### config.mk
export PLATFORM = sky130hd
export DESIGN_NAME = btn_event_ctrl
export DESIGN_NICKNAME = d
export VERILOG_FILES = /design/src/rtl/btn_ctrl_pkg.sv /design/src/rtl/btn_event_ctrl_fifo.sv /design/src/rtl/btn_event_ctrl.sv
export SDC_FILE = /design/constraint.sdc
export NUM_CORES = 1
export LEC_CHECK = 0
export ABC_AREA = 1
export BUFFER_PORTS_ARGS = -buffer_cell sky130_fd_sc_hd__buf_2
export CORE_MARGIN = 2
export CORE_UTILIZATION = 40
export CTS_BUF_LIST = sky130_fd_sc_hd__clkbuf_8
export DETAILED_ROUTE_END_ITERATION = 7
export HOLD_SLACK_MARGIN = 0.06
export PLACE_DENSITY = 0.55
export SETUP_SLACK_MARGIN = 0.2
export SYNTH_ARGS = -nofsm -noshare
export SYNTH_HDL_FRONTEND = slang
export SYNTH_SLANG_ARGS = --single-unit
### constraint.sdc
create_clock -name clk -period 3.75 [get_ports clk]
set_input_delay 0.75 -clock clk [delete_from_list [all_inputs] [get_ports clk]]
set_output_delay 0.75 -clock clk [all_outputs]
set_load 0.02 [all_outputs]
### src/rtl/btn_ctrl_pkg.sv
// btn_ctrl_pkg: shared FSM states, event-store depth and event record for btn_event_ctrl
package btn_ctrl_pkg;
  typedef enum logic [1:0] {IDLE = 2'd0, QUALIFY = 2'd1, COMMIT = 2'd2} state_t;
  localparam int FIFO_DEPTH = 4;
  localparam int EVT_ID_W = 3;
  typedef struct packed {
    logic [EVT_ID_W-1:0] id;
    logic                press;
  } evt_t;
endpackage

### src/rtl/btn_event_ctrl_fifo.sv
// btn_evt_fifo: FIFO_DEPTH-entry event FIFO; a push on a full FIFO is accepted only when a pop happens in the same cycle
// Ports: clk, rst (async, active-high), push/din write side, pop = consumer ready,
//        dout/valid (not empty) read side, full = no free entry.
module btn_evt_fifo
  import btn_ctrl_pkg::*;
(
  input  logic clk,
  input  logic rst,
  input  logic push,
  input  evt_t din,
  input  logic pop,
  output evt_t dout,
  output logic valid,
  output logic full
);
  localparam int PW = $clog2(FIFO_DEPTH);
  evt_t mem [FIFO_DEPTH];
  logic [PW-1:0] wp, rp;
  logic [PW:0] cnt;
  logic wr, rd;
  assign valid = cnt != '0;
  assign full = cnt == (PW+1)'(FIFO_DEPTH);
  assign rd = valid && pop;
  assign wr = push && (!full || rd);
  assign dout = mem[rp];
  always_ff @(posedge clk or posedge rst) begin
    if (rst) begin
      wp <= '0;
      rp <= '0;
      cnt <= '0;
    end else begin
      if (wr) wp <= wp + PW'(1);
      if (rd) rp <= rp + PW'(1);
      cnt <= cnt + (PW+1)'(wr) - (PW+1)'(rd);
    end
  end
  always_ff @(posedge clk)
    if (wr) mem[wp] <= din;
endmodule

### src/rtl/btn_event_ctrl.sv
// btn_event_ctrl: multi-button debouncer sharing one qualify counter, with a press/release event stream
// Ports: clk, rst (async, active-high); btn_raw bouncing inputs; btn_stable debounced levels;
//        press_pulse one-cycle rising-edge pulses; evt_valid/evt_ready/evt_id/evt_press event
//        handshake; evt_ovf sticky dropped-event flag.
// Build option: BTN_EVENT_FIFO_EN selects a 4-entry event FIFO instead of a single output register.
module btn_event_ctrl
  import btn_ctrl_pkg::*;
#(
  parameter int NUM_BTN = 5,
  parameter int DEBOUNCE_TIME = 1000000,
  parameter int CNT_W = 20
) (
  input  logic                       clk,
  input  logic                       rst,
  input  logic [NUM_BTN-1:0]         btn_raw,
  output logic [NUM_BTN-1:0]         btn_stable,
  output logic [NUM_BTN-1:0]         press_pulse,
  output logic                       evt_valid,
  input  logic                       evt_ready,
  output logic [$clog2(NUM_BTN)-1:0] evt_id,
  output logic                       evt_press,
  output logic                       evt_ovf
);
  localparam int IDW = $clog2(NUM_BTN);
  localparam logic [CNT_W-1:0] DB = CNT_W'(DEBOUNCE_TIME);
  logic [NUM_BTN-1:0] s1, s2;
  state_t state;
  logic [CNT_W-1:0] cnt;
  logic [IDW-1:0] grant, last_grant, sel;
  logic found, enq, deq, st_full;
  evt_t ev_new, ev_out;
  always_ff @(posedge clk or posedge rst) begin
    if (rst) begin
      s1 <= '0;
      s2 <= '0;
    end else begin
      s1 <= btn_raw;
      s2 <= s1;
    end
  end
  // Round-robin search starting just after the last granted button.
  always_comb begin
    found = 1'b0;
    sel = '0;
    for (int k = 1; k <= NUM_BTN; k++)
      if (!found && s2[(int'(last_grant) + k) % NUM_BTN] != btn_stable[(int'(last_grant) + k) % NUM_BTN]) begin
        found = 1'b1;
        sel = IDW'((int'(last_grant) + k) % NUM_BTN);
      end
  end
  assign enq = state == COMMIT;
  assign deq = evt_valid && evt_ready;
  assign ev_new = '{id: EVT_ID_W'(grant), press: ~btn_stable[grant]};
  assign evt_id = ev_out.id[IDW-1:0];
  assign evt_press = ev_out.press;
  always_ff @(posedge clk or posedge rst) begin
    if (rst) begin
      state <= IDLE;
      cnt <= '0;
      grant <= '0;
      last_grant <= IDW'(NUM_BTN - 1);
      btn_stable <= '0;
      press_pulse <= '0;
      evt_ovf <= 1'b0;
    end else begin
      press_pulse <= '0;
      if (enq && st_full && !deq) evt_ovf <= 1'b1;
      case (state)
        IDLE:
          if (found) begin
            cnt <= '0;
            grant <= sel;
            state <= QUALIFY;
          end
        QUALIFY:
          if (s2[grant] == btn_stable[grant]) begin
            cnt <= '0;
            last_grant <= grant;
            state <= IDLE;
          end else if (cnt < DB) cnt <= cnt + CNT_W'(1);
          else state <= COMMIT;
        COMMIT: begin
          btn_stable[grant] <= ~btn_stable[grant];
          press_pulse[grant] <= ~btn_stable[grant];
          last_grant <= grant;
          state <= IDLE;
        end
        default: state <= IDLE;
      endcase
    end
  end
`ifdef BTN_EVENT_FIFO_EN
  btn_evt_fifo u_fifo (
    .clk(clk),
    .rst(rst),
    .push(enq),
    .din(ev_new),
    .pop(evt_ready),
    .dout(ev_out),
    .valid(evt_valid),
    .full(st_full)
  );
`else
  // Single output register: it is full only while an event waits on a stalled consumer.
  assign st_full = evt_valid;
  always_ff @(posedge clk or posedge rst) begin
    if (rst) begin
      evt_valid <= 1'b0;
      ev_out <= '0;
    end else if (enq && !(evt_valid && !evt_ready)) begin
      evt_valid <= 1'b1;
      ev_out <= ev_new;
    end else if (deq) evt_valid <= 1'b0;
  end
`endif
endmodule

==> results of run 1 <==
## Yosys cell counts, types with 2 or more instances
library cell / count
xnor2_1: 5
o21ai_0: 27
nand4_1: 23
o211ai_1: 9
nand3_2: 8
buf_6: 2
a21oi_1: 4
nor3_1: 22
buf_1: 2
nand2_1: 221
xor2_1: 12
dfrtp_1: 53
o21ai_1: 6
inv_1: 72
buf_2: 4
nor4_1: 6
nand2_2: 17
clkinv_1: 2
nor2_1: 54
ha_1: 29
nand3b_1: 2
clkbuf_1: 7
inv_2: 5
or2_2: 3
nand3_1: 84
a31oi_1: 2
o31ai_1: 2
## layout make-up
cell class	count	area [sq um]
Fill cell	1081	5380
Clock inverter	2	16.3
Multi-Input combinational cell	554	3380
Timing Repair Buffer	89	702
Inverter	79	320
Clock buffer	6	82.6
Sequential cell	54	1360
Tap cell	143	179
## flip-flops by register name, summed over array words and instances (netlist names)
register and cells:
s2 5, press_pulse 5, evt_press 1, evt_id 3, last_grant 3, btn_stable 5
state 2, evt_valid 1, s1 5, cnt 20, grant 3, evt_ovf 1
## critical path: cells and delay by family, from the launching register on
| kind | cells | cell delay (ns) |
|---|---|---|
| buf+inv | 2 | 0.30 |
| compound gates | 2 | 0.36 |
| fa+ha+maj | 3 | 0.84 |
| simple gates | 15 | 1.44 |
| xor+xnor | 1 | 0.11 |
| flops | 1 | 0.61 |
## per-layer routing
| layer | share of wire [%] | GRT usage [%] | vias up |
|---|---|---|---|
| li1 | - | - | 2462 |
| met1 | 47 | 30.1 | 2329 |
| met2 | 46 | 33.9 | 130 |
| met3 | 5.0 | 3.13 | 26 |
| met4 | 2.0 | 6.26 | 0 |
| met5 | 0 | 0 | - |
## per-stage QoR
stage | util [%] | worst slack, ns | area, sq um | hold slack (ns)
floorplan | - | 0.201 | 4770 | 0.331
global placement | 45.0 | -0.0908 | 5130 | 0.333
detailed placement | 45.0 | -0.123 | 5130 | 0.340
CTS | 48.7 | 0.105 | 5560 | 0.364
global route | 52.9 | -0.218 | 6040 | 0.371
finish | 52.9 | -0.00170 | 6040 | 0.361
## worst max-delay path by stage
stage / start / slack (ns) / cells after the start / endpoint
3_5_place_dp: last_grant[2] / -0.12 / 25 / cnt[8]
6_report: last_grant[2] / -0.002 / 23 / cnt[5]
4_1_cts: last_grant[2] / 0.11 / 21 / cnt[5]
5_1_grt: last_grant[0] / -0.22 / 27 / cnt[17]
2_1_floorplan: last_grant[0] / 0.20 / 28 / cnt[1]
3_3_place_gp: last_grant[2] / -0.09 / 25 / cnt[18]
## what timing repair did
item                       4_1_cts  5_1_grt
pin swaps                       22       51
hold buffers                     0        0
resized for setup               46       61
gates cloned                     1        3
buffers inserted                20       19
setup endpoints to repair       24       24
## cells by family after synthesis
| logic type | after synthesis |
|---|---|
| buffers and inverters | 95 |
| flip-flops | 54 |
| AND/OR/NAND/NOR | 448 |
| AO/OA/AOI/OAI | 58 |
| XOR/XNOR | 17 |
| adder cells (fa/ha/maj) | 30 |
==> metrics.md, run 1 <==
| Metric | Value |
|---|---|
| Outcome | `finished with violations` |
| Failing checks | `setup timing` |
| Ys async rst share | `100%` |
| Crit path top cell by count | `nand2_1` |
| Post-layout net count | `821` |
| Critical Path RT | `3.95 ns` |
| Top cells by area, synth | `dfrtp_1, nand2_1, nand3_1, ha_1, inv_1` |
| Total negative setup slack | `-0.00170 ns` |
| Yosys cell types | `46` |
| Clock transition at path regs | `approximately 0.1 ns` |
| Syn_nets | `740` |
| Starting DRT DRC Count | `440` |
| Final worst slack | `-0.00170 ns` |
| Synth Area in Adders | `roughly 8%` |
| Slowest-stage cell, CP | `dfstp_2` |
| First-pass GRT wire length | `22300 um` |
| Clock sink count | `54` |
| Setup CP Type | `reg2reg` |
| Post-Synth XOR/XNOR Area | `3.19%` |
| I/O Buffers | `23` |
| Syn. warnings | `0` |
| Synth Area in Simple Gates | `43.8%` |
| CTS tree | `done` |
| Top_reg_cell synth | `dfrtp_1` |
| Mapped Area | `about 4700 sq um` |
| Synth Area in Compound Gates | `7.67%` |
| FP Rows | `39` |
| Setup crit start kind | `flip-flop` |
| Worst r2r src | `last_grant[2]` |
| Post-DP HPWL | `9540 um` |
| Max Cap Viol | `0` |
| Vias per cell | `5.34` |
| Via count | `4947` |
| R2R Setup Slk | `-0.002 ns` |
| Hold path depth | `0` |
| GPL Wtd Cong | `0.888` |
| Actual slew at the worst max-slew pin | `0.987 ns` |
| DR pass1 iterations | `5` |
| Max frequency | `267 MHz` |
| Data arrival, critical path | `3.95 ns` |
| DRC violations left | `0` |
| Final setup viols | `1` |
| Placed Cells | `876` |
| Final wirelength | `13700 um` |
| RSZ-0062 raised after global routing | `true` |
| TritonCTS Buffers | `5` |
| Final Hold Vio Count | `0` |
| Crit Reg-Reg Endpoint | `cnt[5]` |
| Yosys reg bits | `54` |
| Layout area overhead | `29.3%` |
| Final period util | `100%` |
| Mapped Cells | `702` |
| Post-synthesis mux area share | `0%` |
| Slew Limit Fails | `0` |
| Commonest cells after routing, fill and taps aside | `nand2_1, nand3_1, inv_1` |
| Dominant combinational cell family by area after synthesis | `simple AND/OR/NAND/NOR gates` |
| Share of cells above drive strength 1 | `28.7%` |
| DIE WIDTH | `112 um` |
| HP Start | `s1[0]` |
| R2R cell count | `23` |
| Clock latency on the worst-skew pair | `0.31 ns` |
| Die ar. | `~13000 sq um` |
| Critical Path End Type | `flip-flop` |
| Number of flops mapped to enable cells by yosys | `0` |
| Layout Cells excl Fill | `between 900 and 1000` |
| Number of global-route vias before repair | `4702` |
| Max incr delay on CP | `0.61 ns` |
| Clock skew | `0.0108 ns` |
| Post-synthesis sequential area ratio | `29.0%` |
| Mean area per synthesized cell | `6.65 sq um` |
| Die H | `about 110 um` |
| Largest net degree at the start of global routing | `34` |
| Max H-tree Level | `2` |
| Hold Crit Endpoint | `s2[0]` |
| Crit path cell chain | `inv_4, ha_4, nor2_4, nor2_2, a21oi_2, xor2_2, ha_2, fa_2, nand4_1, nand2_2, o211ai_1, nand2_1, nand2_1, nand2_1, nand2_1, nand2_2, nor2_4, nand2_2, nor2_4, nand3_4, clkbuf_16, nand3_1, nand2_1` |
| Tmin final | `3.75 ns` |
| Initial antenna violation count | `0` |
| Commonest non-fill, non-tap cell in the layout | `nand2_1` |
| Initial Utilization | `40.9%` |
| Worst Path Max Fanout | `5` |
| CTS root buffer | `clkbuf_8` |
| Grt total ovfl | `0` |
| Rel. slew slack | `33.9%` |
| GRT Resource Usage Total | `21.2%` |
| Io pins | `24` |
| Post-synth top area share | `28.4%` |
| Routed len/inst | `14.7 um` |
| Final ANT Viol Nets | `0` |
| Clock buffer depth | `2` |
| Core area | `~11000 sq um` |
| Hold Path Class | `reg2reg` |
| Antenna Cells | `0` |
| Area leader, netlist | `dfrtp_1` |
Power of run 1 is not shown: default switching activity piles up to over one toggle a cycle in this logic, so the estimate is an artifact.
==> inputs of run 2 (changes only) <==
ABC_AREA = 0   (was 1)
==> run 2 against run 1 <==
Die area decreased by 5.5%. Critical path type unchanged. Setup slack got worse by 0.46 ns. Maximum frequency decreased by 11%. The run still ends with setup timing left. Clock skew decreased by 0.0050 ns. Routed wire length decreased by 11%. Sequential share of layout area increased by 0.12 points. Highest routed layer unchanged.
==> metrics.md, run 2 <==
| Metric | Value |
|---|---|
| Top cells by area, synth | `dfrtp_1, ha_1, nand2_1, a21oi_1, mux2i_1` |
| Area leader, netlist | `dfrtp_1` |
| Core area | `10800 sq um` |
| Hold_ws | `roughly 0.36 ns` |
| Grt total ovfl | `0` |
| Max H-tree Level | `2` |
| Starting DRT DRC Count | `roughly 360` |
| Clock transition at path regs | `0.10 ns` |
| RSZ-0062 raised after global routing | `true` |
| Initial antenna violation count | `0` |
| Number of flops mapped to enable cells by yosys | `0` |
| Data arrival, critical path | `4.39 ns` |
| Share of cells above drive strength 1 | `37.7%` |
| Mapped Cells | `roughly 510` |
| Vias per cell | `5.52` |
| Top reg by flops | `cnt` |
| Syn. warnings | `0` |
| Clock skew | `roughly 0.0058 ns` |
| Largest register FFs | `20` |
| Via count | `4211` |
| Max frequency | `238 MHz` |
| CTS root buffer | `clkbuf_8` |
| DRC violations left | `0` |
| Hold Path Class | `reg2reg` |
| Setup crit start kind | `flip-flop` |
| Slowest-stage cell, CP | `dfstp_2` |
| Final setup viols | `24` |
| Clock buffer depth | `2` |
| Syn_nets | `roughly 550` |
| Initial Utilization | `about two fifths` |
| Max Cap Viol | `0` |
| GRT Resource Usage Total | `21.2%` |
| Hold path depth | `0` |
| Crit path cell chain | `buf_12, xnor2_4, ha_4, nor2_4, a21oi_2, xnor2_1, inv_1, ha_4, nand2b_4, and4_1, a211o_4, buf_6, mux2i_1, xor2_1, a221o_1, or3_4, o31a_1, buf_4, a41oi_2, a21oi_2` |
| First-pass GRT wire length | `19800 um` |
| Failing checks | `setup timing` |
| Top_reg_cell synth | `dfrtp_1` |
| Rel. slew slack | `24.8%` |
| Setup CP Type | `reg2reg` |
| Post-synth top area share | `30.1%` |
| Post-synthesis sequential area ratio | `a little over 30%` |
| Worst Path Max Fanout | `4` |
| Actual slew at the worst max-slew pin | `1.13 ns` |
| Commonest cells in the netlist | `nand2_1, dfrtp_1, a21oi_1, nor2_1, ha_1` |
| Tmin final | `4.21 ns` |
| Largest net degree at the start of global routing | `55` |
| Outcome | `finished with violations` |
| Commonest cells after routing, fill and taps aside | `buf_4, nand2_1, dfrtp_1` |
| Mean area per synthesized cell | `between 8 and 9 sq um` |
| Io pins | `24` |
| TritonCTS Buffers | `5` |
| Clock sink count | `54` |
| Die ar. | `11900 sq um` |
| Final worst slack | `-0.460 ns` |
| Post-DP HPWL | `8860 um` |
| FP Rows | `38` |
| R2R cell count | `20` |
| Critical Path End Type | `flip-flop` |
| Fillers | `964` |
| Final wirelength | `12200 um` |
| Routed len/inst | `16.0 um` |
| I/O Buffers | `23` |
| Clock latency on the worst-skew pair | `a little over 0.3 ns` |
| Most common cell in the netlist | `nand2_1` |
| Post-layout net count | `660` |
| Yosys reg bits | `54` |
| CTS Hold Bufs | `0` |
| Final ANT Viol Nets | `0` |
| Die H | `109 um` |
| CTS tree | `done` |
| Final Hold Vio Count | `0` |
| GPL Wtd Cong | `around 0.84` |
| Ys async rst share | `100%` |
| Final period util | `112%` |
| Max incr delay on CP | `slightly above 0.6 ns` |
| Slew Limit Fails | `0` |
| Place WS | `-0.682 ns` |
| Antenna Cells | `0` |
| Layout area overhead | `36.4%` |
| Commonest non-fill, non-tap cell in the layout | `buf_4` |
| Yosys cell types | `approximately 70` |
| DR pass1 iterations | `4` |
| Number of global-route vias before repair | `4069` |
| Critical Path RT | `slightly below 4 ns` |
| Mapped Area | `4400 sq um` |
| DIE WIDTH | `109 um` |
run 2: cell types whose count changed after synthesis, moves of 9 or more:
cell,before,now
mux2i_1,0,14
nand4_1,23,4
nor2_1,54,34
and3_1,0,18
nand2_2,17,1
nand3_1,84,13
a21oi_1,4,34
nand2_1,221,59
a31oi_1,2,15
inv_1,72,23
nand2b_1,0,9
mux2_2,0,9
run 2: routing by layer:
layer / track usage, % / wire [um]
met1: 27.6 / 5560
met5: 0 / 0
met3: 2.27 / 315
met2: 36.6 / 6040
met4: 7.05 / 259
run 2: cells by family after synthesis:
kind of cell | Yosys count | synth area share (%)
simple gates | 185 | 20.6
compound gates | 143 | 23.2
flops | 54 | 30.7
buf+inv | 49 | 4.75
fa+ha+maj | 30 | 8.70
mux | 27 | 7.28
xor+xnor | 21 | 4.78
run 2: cell type report:
cell class                      count  area [sq um]  share of cell area (%)
Clock buffer                        5          68.8                    1.15
Clock inverter                      3          28.8                   0.479
Inverter                           25           101                    1.69
Multi-Input combinational cell    406          3310                    55.2
Sequential cell                    54          1360                    22.6
Tap cell                          140           175                    2.92
Timing Repair Buffer              130           961                    16.0
run 2: through the flow:
step                instance area [sq um]  setup TNS (ns)  cells  utilization, %
CTS                                  5800           -9.49    760            53.8
global route                         6000          -13.81    763            55.6
global placement                     5380          -13.61    741            49.9
detailed placement                   5380          -14.41    741            49.9
finish                               6000           -9.45    763            55.6
floorplan                            4530          -14.82    509               -
run 2: critical path: cells and delay by family (launching register included):
kind	cells	cell delay (ns)
fa+ha+maj	2	0.36
compound gates	6	1.29
buf+inv	4	0.54
flops	1	0.61
mux	1	0.12
xor+xnor	3	0.45
simple gates	4	0.72
run 2: final timing paths:
kind	to	startpoint	slack (ns)
setup / recovery	cnt[19]	last_grant[2]	-0.46
hold / removal	s2[1]	s1[1]	0.36
setup reg to reg	cnt[19]	last_grant[2]	-0.46
hold reg to reg	s2[1]	s1[1]	0.36
max in group asynchronous	last_grant[1]	rst	2.26
min in group asynchronous	s1[1]	rst	0.70
run 2: timing repair:
item,4_1_cts,5_1_grt
buffers inserted,11,3
endpoints found under the setup margin,24,24
gates resized for setup,45,35
pin swaps,25,18
Power of run 2 is left out for the same reason.
==> inputs of run 3 (changes only) <==
--- a/config.mk
+++ b/config.mk
@@ -19 +19,2 @@
 export SYNTH_SLANG_ARGS = --single-unit
+export TNS_END_PERCENT = 20
--- a/constraint.sdc
+++ b/constraint.sdc
@@ -3,2 +3,2 @@
 set_output_delay 0.75 -clock clk [all_outputs]
-set_load 0.02 [all_outputs]
+set_load 0.01 [all_outputs]
==> run 3 against run 2 <==
Critical path type unchanged. The run still ends with setup timing left. Count of clock-buffer cells in the layout unchanged. Sequential cell count unchanged. Routed wire length down 1.9%. Cell area up 0.21%. Utilization up 0.12 points. First-iteration DRC count down 24%. Global-route usage down 0.40 points. Via count up 1.1%.
==> metrics.md, run 3 (synthesis gave the netlist of run 2 again) <==
| Metric | Value |
|---|---|
| Fillers | `973` |
| Layout Cells excl Fill | `780` |
| Share of cells above drive strength 1 | `36.7%` |
| Critical Path RT | `3.99 ns` |
| DRC violations left | `0` |
| Antenna Cells | `0` |
| Clock sink count | `54` |
| Grt total ovfl | `0` |
| DIE WIDTH | `109 um` |
| Die ar. | `~12000 sq um` |
| RSZ-0062 raised after global routing | `true` |
| Setup crit start kind | `flip-flop` |
| TritonCTS Buffers | `5` |
| Rel. slew slack | `between 40% and 50%` |
| Max incr delay on CP | `0.46 ns` |
| Max frequency | `229 MHz` |
| Commonest cells after routing, fill and taps aside | `buf_4, nand2_1, dfrtp_1` |
| Clock transition at path regs | `about 0.1 ns` |
| Routed len/inst | `15.3 um` |
| Critical Path End Type | `flip-flop` |
| I/O Buffers | `23` |
| Crit path cell chain | `ha_4, xnor2_4, ha_4, nor2_4, a21oi_2, xnor2_2, inv_1, ha_4, nand2b_4, and4_1, a211o_4, buf_6, nor2_4, o21ai_2, xor2_1, a221o_1, or3_4, o31a_1, buf_6, buf_12, a31oi_1` |
| Failing checks | `setup timing` |
| Vias per cell | `around 5.5` |
| Initial Utilization | `40.8%` |
| Worst Path Max Fanout | `8` |
| Io pins | `24` |
| Total negative setup slack | `-13.15 ns` |
| Clock buffer depth | `2` |
| Placed Cells | `752` |
| Slew Limit Fails | `0` |
| Top reg by flops | `cnt` |
| Via count | `about 4300` |
| CTS root buffer | `clkbuf_8` |
| First-pass GRT wire length | `slightly below 20000 um` |
| Crit path top cell by count | `ha_4` |
| Die H | `109 um` |
| Layout area overhead | `36.7%` |
| Final ANT Viol Nets | `0` |
| Final worst slack | `-0.620 ns` |
| Data arrival, critical path | `4.61 ns` |
| Starting DRT DRC Count | `273` |
| DR pass1 iterations | `4` |
| Post-DP HPWL | `8620 um` |
| Setup CP Type | `reg2reg` |
| Final Hold Vio Count | `0` |
| Core area | `approximately 11000 sq um` |
| Clock skew | `about 0.018 ns` |
| Post-route cell area | `6020 sq um` |
| GRT Resource Usage Total | `20.8%` |
| Outcome | `finished with violations` |
| CTS tree | `done` |
| Final period util | `117%` |
| Actual slew at the worst max-slew pin | `0.824 ns` |
| Post-layout net count | `677` |
| FP Rows | `38` |
| Max H-tree Level | `2` |
| Hold Path Class | `reg2reg` |
| Clock latency on the worst-skew pair | `0.31 ns` |
| Largest net degree at the start of global routing | `between 40 and 50` |
| Largest register FFs | `20` |
| Number of global-route vias before repair | `4241` |
| GPL Wtd Cong | `0.874` |
| Hold_ws | `0.352 ns` |
| Tmin final | `4.37 ns` |
| Initial antenna violation count | `0` |
| Final setup viols | `24` |
| Max Cap Viol | `0` |
| Placed Instance Area | `about 5500 sq um` |
| Slowest-stage cell, CP | `dfrtp_2` |
| Final wirelength | `between 10000 and 15000 um` |
| Commonest non-fill, non-tap cell in the layout | `buf_4` |
[run 3: changes by cell type in the layout (fill, tap and decap cells not counted), sizes merged]
cell    before  now
inv         24   25
buf        130  147
bufinv       0    1
clkinv       3    1
[run 3: cell type report]
type	instances	area, sq um	area share (%)
flip-flops and latches	54	1360	22.5
clock inverters	3	37.5	0.624
multi-input cells	406	3180	52.9
inverters	25	101	1.68
well taps	140	175	2.91
clock buffers	5	68.8	1.14
repair buffers	147	1100	18.3
[run 3: what timing repair did]
action | 4_1_cts | 5_1_grt
hold buffers | 0 | 0
setup endpoints to repair | 24 | 24
pin swaps | 28 | 23
resized for setup | 38 | 11
setup buffers | 18 | 2
[run 3: critical path, delay by kind of cell (launching register included)]
| family | cells | cell delay, ns |
|---|---|---|
| adder cells (fa/ha/maj) | 3 | 0.53 |
| buffers and inverters | 4 | 0.54 |
| XOR/XNOR | 3 | 0.56 |
| flip-flops | 1 | 0.46 |
| AND/OR/NAND/NOR | 5 | 0.82 |
| AO/OA/AOI/OAI | 6 | 1.37 |
[run 3: layer usage]
metal  up-vias  GRT usage [%]  routed length, um
li1       2108              -                  -
met1      2072           27.3               5570
met2        65           36.1               5880
met3        14           3.05                374
met4         0           4.85                121
met5         -              0                  0
[run 3: worst paths after layout]
check | slack (ns) | to | startpoint | depth (start not counted)
worst max-delay path | -0.62 | cnt[6] | last_grant[1] | 21
worst min-delay path | 0.35 | s2[2] | s1[2] | 0
worst max register to register | -0.62 | cnt[6] | last_grant[1] | 21
worst min register to register | 0.35 | s2[2] | s1[2] | 0
max in group asynchronous | 2.43 | evt_valid | rst | 3
min in group asynchronous | 0.59 | cnt[16] | rst | 2
[run 3: through the flow]
| step | worst slack, ns | util, % |
|---|---|---|
| after floorplan | -0.722 | - |
| after global placement | -0.611 | 50.8 |
| after detailed placement | -0.721 | 50.8 |
| after CTS | -0.555 | 54.7 |
| after global routing | -0.795 | 55.8 |
| final | -0.620 | 55.8 |
Power of run 3 is left out for the same reason.
